**config.mk**
```make
export PLATFORM = sky130hd
export DESIGN_NAME = unsigned_mac_8
export DESIGN_NICKNAME = d
export VERILOG_FILES = /design/src/rtl/unsigned_mac_pkg.sv /design/src/rtl/wallace_unsigned_multiplier_CLA_Reduced_8.sv /design/src/rtl/unsigned_mac_8.sv
export SDC_FILE = /design/constraint.sdc
export NUM_CORES = 1
export LEC_CHECK = 0
export ABC_AREA = 1
export ABC_CLOCK_PERIOD_IN_PS = 4900
export CAP_MARGIN = 20
export CORE_MARGIN = 4
export CORE_UTILIZATION = 35
export CTS_CLUSTER_SIZE = 8
export DETAILED_ROUTE_END_ITERATION = 10
export GPL_TIMING_DRIVEN = 1
export HOLD_SLACK_MARGIN = 0.06
export PLACE_DENSITY = 0.65
export SYNTH_ARGS = -nofsm -noshare
export SYNTH_HDL_FRONTEND = slang
export SYNTH_SLANG_ARGS = --single-unit
```
**constraint.sdc**
```tcl
create_clock -name clk -period 4.9 [get_ports clk]
set_clock_uncertainty 0.05 [all_clocks]
set_input_delay 0.49 -clock clk [delete_from_list [all_inputs] [get_ports clk]]
set_output_delay 0.49 -clock clk [all_outputs]
set_load 0.05 [all_outputs]
```
**src/rtl/unsigned_mac_pkg.sv**
```systemverilog
// Shared definitions for the unsigned 8x8 multiply-accumulate block.
// Holds the controller state encoding and the default accumulator and
// term-counter widths used by unsigned_mac_8.
package unsigned_mac_pkg;

  localparam int ACC_W_DEF = 24;
  localparam int CNT_W_DEF = 16;

  // RUN: accepting terms. DRAIN: last term seen, waiting for the pipeline
  // to empty into the accumulator. HOLD: result presented, waiting for out_ready.
  typedef enum logic [1:0] {
    RUN   = 2'd0,
    DRAIN = 2'd1,
    HOLD  = 2'd2
  } state_t;

endpackage

```
**src/rtl/wallace_unsigned_multiplier_CLA_Reduced_8.sv**
```systemverilog
// Combinational 8x8 unsigned multiplier: carry-save (Wallace) reduction of
// the eight partial-product rows down to two, then a carry-lookahead adder.
// Ports: a, b - 8-bit unsigned operands; p - 16-bit product a*b.
module wallace_unsigned_multiplier_CLA_Reduced_8 (
  input  logic [7:0]  a,
  input  logic [7:0]  b,
  output logic [15:0] p
);

  // 3:2 compressor on whole rows. The carry row is shifted up one column;
  // anything pushed past bit 15 is dropped, which is safe because the true
  // product never exceeds 16 bits.
  function automatic logic [15:0] csa_s(input logic [15:0] x, y, z);
    return x ^ y ^ z;
  endfunction

  function automatic logic [15:0] csa_c(input logic [15:0] x, y, z);
    return ((x & y) | (x & z) | (y & z)) << 1;
  endfunction

  logic [15:0] pp [8];

  always_comb begin
    for (int i = 0; i < 8; i++) begin
      pp[i] = b[i] ? ({8'b0, a} << i) : 16'b0;
    end
  end

  // Reduction tree: 8 -> 6 -> 4 -> 3 -> 2 rows.
  logic [15:0] s0, c0, s1, c1, s2, c2, s3, c3, s4, c4, s5, c5;

  assign s0 = csa_s(pp[0], pp[1], pp[2]);
  assign c0 = csa_c(pp[0], pp[1], pp[2]);
  assign s1 = csa_s(pp[3], pp[4], pp[5]);
  assign c1 = csa_c(pp[3], pp[4], pp[5]);

  assign s2 = csa_s(s0, c0, s1);
  assign c2 = csa_c(s0, c0, s1);
  assign s3 = csa_s(c1, pp[6], pp[7]);
  assign c3 = csa_c(c1, pp[6], pp[7]);

  assign s4 = csa_s(s2, c2, s3);
  assign c4 = csa_c(s2, c2, s3);

  assign s5 = csa_s(s4, c4, c3);
  assign c5 = csa_c(s4, c4, c3);

  // Final adder: 4-bit groups; group carry-outs come from group
  // generate/propagate so the inter-group path does not ripple bit by bit.
  logic [15:0] g, pr, cy;

  assign g  = s5 & c5;
  assign pr = s5 ^ c5;

  always_comb begin
    cy = 16'b0;
    for (int grp = 0; grp < 4; grp++) begin
      for (int k = 0; k < 3; k++) begin
        cy[grp*4 + k + 1] = g[grp*4 + k] | (pr[grp*4 + k] & cy[grp*4 + k]);
      end
      if (grp < 3) begin
        cy[grp*4 + 4] = g[grp*4 + 3]
                      | (pr[grp*4 + 3] & g[grp*4 + 2])
                      | (pr[grp*4 + 3] & pr[grp*4 + 2] & g[grp*4 + 1])
                      | (pr[grp*4 + 3] & pr[grp*4 + 2] & pr[grp*4 + 1] & g[grp*4])
                      | (pr[grp*4 + 3] & pr[grp*4 + 2] & pr[grp*4 + 1] & pr[grp*4]
                         & cy[grp*4]);
      end
    end
  end

  assign p = pr ^ cy;

endmodule

```
**src/rtl/unsigned_mac_8.sv**
```systemverilog
// Grouped unsigned 8x8 multiply-accumulate with valid/ready on both sides.
// Ports: clk/rst_n; in_valid/in_ready/in_a/in_b/in_last operand stream;
// out_valid/out_ready/out_acc/out_count/out_ovf group result.
module unsigned_mac_8
  import unsigned_mac_pkg::*;
#(
  parameter int ACC_W = ACC_W_DEF,
  parameter int CNT_W = CNT_W_DEF
) (
  input  logic             clk,
  input  logic             rst_n,
  input  logic             in_valid,
  output logic             in_ready,
  input  logic [7:0]       in_a,
  input  logic [7:0]       in_b,
  input  logic             in_last,
  output logic             out_valid,
  input  logic             out_ready,
  output logic [ACC_W-1:0] out_acc,
  output logic [CNT_W-1:0] out_count,
  output logic             out_ovf
);

  localparam logic [CNT_W-1:0] CNT_ONE = 1;

  state_t state;

  logic             accept;
  logic             s1_vld, s1_last;
  logic [7:0]       s1_a, s1_b;
  logic             s2_vld, s2_last;
  logic [15:0]      s2_prod;
  logic [15:0]      prod;
  logic [ACC_W-1:0] acc;
  logic [CNT_W-1:0] count;
  logic             ovf;
  logic [ACC_W:0]   acc_sum;

  // Only RUN takes new terms; once the last term is in, the group is
  // closed until its result has been handed off.
  assign in_ready = (state == RUN);
  assign accept   = in_valid && in_ready;

  wallace_unsigned_multiplier_CLA_Reduced_8 u_mul (
    .a (s1_a),
    .b (s1_b),
    .p (prod)
  );

  // Extra top bit captures the carry-out for the sticky overflow flag.
  assign acc_sum = {1'b0, acc} + {{(ACC_W + 1 - 16){1'b0}}, s2_prod};

  always_ff @(posedge clk or negedge rst_n) begin
    if (!rst_n) begin
      s1_vld  <= 1'b0;
      s1_last <= 1'b0;
      s1_a    <= 8'd0;
      s1_b    <= 8'd0;
      s2_vld  <= 1'b0;
      s2_last <= 1'b0;
      s2_prod <= 16'd0;
    end else begin
      s1_vld <= accept;
      if (accept) begin
        s1_a    <= in_a;
        s1_b    <= in_b;
        s1_last <= in_last;
      end
      s2_vld <= s1_vld;
      if (s1_vld) begin
        s2_prod <= prod;
        s2_last <= s1_last;
      end
    end
  end

  always_ff @(posedge clk or negedge rst_n) begin
    if (!rst_n) begin
      state     <= RUN;
      acc       <= '0;
      count     <= '0;
      ovf       <= 1'b0;
      out_valid <= 1'b0;
    end else begin
      if (s2_vld) begin
        acc   <= acc_sum[ACC_W-1:0];
        count <= count + CNT_ONE;
        ovf   <= ovf | acc_sum[ACC_W];
      end
      case (state)
        RUN: begin
          if (accept && in_last) state <= DRAIN;
        end
        DRAIN: begin
          // Terms behind the last one cannot exist, so the last-marked
          // term reaching the accumulator means the group is complete.
          if (s2_vld && s2_last) begin
            state     <= HOLD;
            out_valid <= 1'b1;
          end
        end
        HOLD: begin
          // Pipeline is empty here, so clearing cannot race an accumulate.
          if (out_ready) begin
            state     <= RUN;
            out_valid <= 1'b0;
            acc       <= '0;
            count     <= '0;
            ovf       <= 1'b0;
          end
        end
        default: state <= RUN;
      endcase
    end
  end

  assign out_acc   = acc;
  assign out_count = count;
  assign out_ovf   = ovf;

endmodule

```
==> metrics <==
status=complete, no violations; DRT Pass-1 Iters=5; ys flop type=dfrtp_1; Routed wire per std cell=12.35 um; Max Cap Viol=0; Initial Util=35.56%; cell row count=49; worst setup path category=flop to flop; CP arrival=4960 ps; achievable frequency=208.5 MHz; Vias=5422; die width=143.1 um; post-synthesis cell count=869; Hold Path Depth=2; share of layout cells above drive strength 1=9.378%; DP HPWL=11.31 mm; register area share after synthesis=31.34%; fin crit period=4796 ps; CTS Sinks=80; post-synth top area cell=dfrtp_1; total number of yosys warnings=0; synthesized area=0.006387 mm2; Synth Area per Inst=7.350 um2; top-count cell post-synth=nand2_1; global-route wire length before repair=25.15 mm; initial drt markers=275; WP data required=5060 ps; pins over their slew limit=0; largest net degree at the start of global routing=81; Worst Tran Pin Value=819.4 ps; fin nets=1050; headroom to the max-slew limit=45.37%; CP Max Fanout=5; CTS tree=yes; remaining global-route overflow=0; Final Cell Area=0.007795 mm2; initial antenna violation count=0; Yosys cell types=37; Total Wirelength=14.55 mm; Setup-failing EPs final=0; fraction of registers with async set/reset=100.0%; root buffer cell=clkbuf_16; #FFs+latches synth=80; final hold violation count=0; detailed-route DRC error count=0; Post-DP Area=0.007391 mm2; Core Area=0.01796 mm2; Layout area overhead=22.04%; post-synthesis net count=975; Synth top cells by count=nand2_1 (289), inv_1 (165), dfrtp_1 (80); number of global-route vias before repair=5524; Post-synth EDFFs=0; clock buffer depth=2; io pins=64; Tcrit/Tclk final=97.87%; Vert. Die Dim=143.1 um; crit path launch type=flop; drt via density=4.603; dominant cells by area after synthesis=dfrtp_1 (31%), nand2_1 (17%), fa_1 (14%); Die ar.=0.02047 mm2; gr usage total=15.23%; later-pin clock latency in the skew report=350 ps; critical path endpoint category=flop; RSZ-0062 raised after global routing=true; worst min-delay path class=flop to flop; diode count=0; CTS clk-pin slew, worst paths=60 ps; H-tree depth=3; PortBufs=63; Placer Congestion=0.8546; Yosys top cell area share=31.34%; R2R cell count=17; total CTS buffers=9; post-route ant nets=0
[kinds of logic after synthesis]
family / after synthesis / share of synthesized area, %
simple gates: 426 / 27.80
xor+xnor: 5 / 0.6857
flops: 80 / 31.34
buf+inv: 203 / 12.09
fa+ha+maj: 85 / 22.06
compound gates: 70 / 6.033
[worst max-delay path, cell delays in order (launching register included)]
cell       delay, ps
dfrtp_2          440
buf_6            130
nand2_1           60
inv_2             40
fa_2             540
inv_1             40
fa_1             460
fa_1             540
inv_1             50
fa_2             590
ha_1             230
nand3b_1         100
o2111ai_2        110
fa_2             360
fa_2             340
fa_2             340
xnor2_1          150
o21ai_1           70
[final timing paths]
kind	startpoint	end	slack, ps
min	out_valid	out_valid	420
min reg2reg	out_valid	out_valid	420
max	s1_b[3]	s2_prod[15]	100
min in group asynchronous	rst_n	out_count[5]	450
max reg2reg	s1_b[3]	s2_prod[15]	100
max in group asynchronous	rst_n	s1_b[4]	3760
[repair_timing]
item                       CTS  global route
hold buffers                 0             1
pin swaps                    2             2
setup endpoints to repair    3             4
buffers inserted             2             1
hold endpoints to repair     0             7
gates cloned                 0             0
resized for setup            6            14
[placed cells by master (no fill, tap or decap), types with 3 or more instances in the layout]
cell             netlist  layout
inv_1                165     163
nor3_1                13      13
clkdlybuf4s50_1        0      62
a21oi_1               32      31
nand4_1                8       8
xor2_1                 3       3
fa_1                  46      38
nor2_4                 3       3
dfrtp_2                0       3
o211ai_1               6       6
inv_2                  6       8
nand2_2                6       8
ha_1                  39      38
clkbuf_16              0       9
clkinv_2               1       3
nor2_1                56      56
fa_2                   0       8
nand3_1               40      39
o21bai_1               4       4
buf_4                  1      29
nand2_1              289     287
o21ai_1                3       5
dfrtp_1               80      77
o21ai_0               21      19
[layer usage]
layer	vias up	wire [um]	GRT usage, %
met4	0	193	4.102
met1	2534	6439	18.33
met3	14	616	3.550
met2	96	7299	27.30
li1	2778	-	-
met5	-	0	0
[final cells by class]
class                           count  area, um2
Fill cell                        1818      10170
Multi-Input combinational cell    586       3666
Sequential cell                    80       2006
Timing Repair Buffer               94      887.1
Inverter                          173      650.6
Tap cell                          229      286.5
Clock buffer                       11      242.7
Clock inverter                      5      56.30
[sequential cells by signal, summed over array words and instances, names as in the netlist]
signal and count:
out_count 16, s1_a 8, s1_vld 1, s1_b 8
s2_prod 16, s2_last 1, out_ovf 1, s2_vld 1
out_valid 1, out_acc 24, s1_last 1, state 2
[stage by stage]
step / hold WS [ps] / cells / util (%) / worst slack, ps / TNS (ps)
6_report: 420.9 / 1178 / 43.39 / 104.4 / 0
5_1_grt: 453.1 / 1178 / 43.39 / -80.62 / -159.0
4_1_cts: 309.7 / 1175 / 42.98 / 7.711 / 0
3_5_place_dp: 412.8 / 1157 / 41.14 / -127.7 / -182.6
3_3_place_gp: 407.4 / 1157 / 41.14 / -23.27 / -23.27
2_1_floorplan: 144.4 / 869 / - / 22.55 / 0
Power is not shown: default switching activity piles up to over one toggle a cycle in this logic, so the estimate is an artifact.
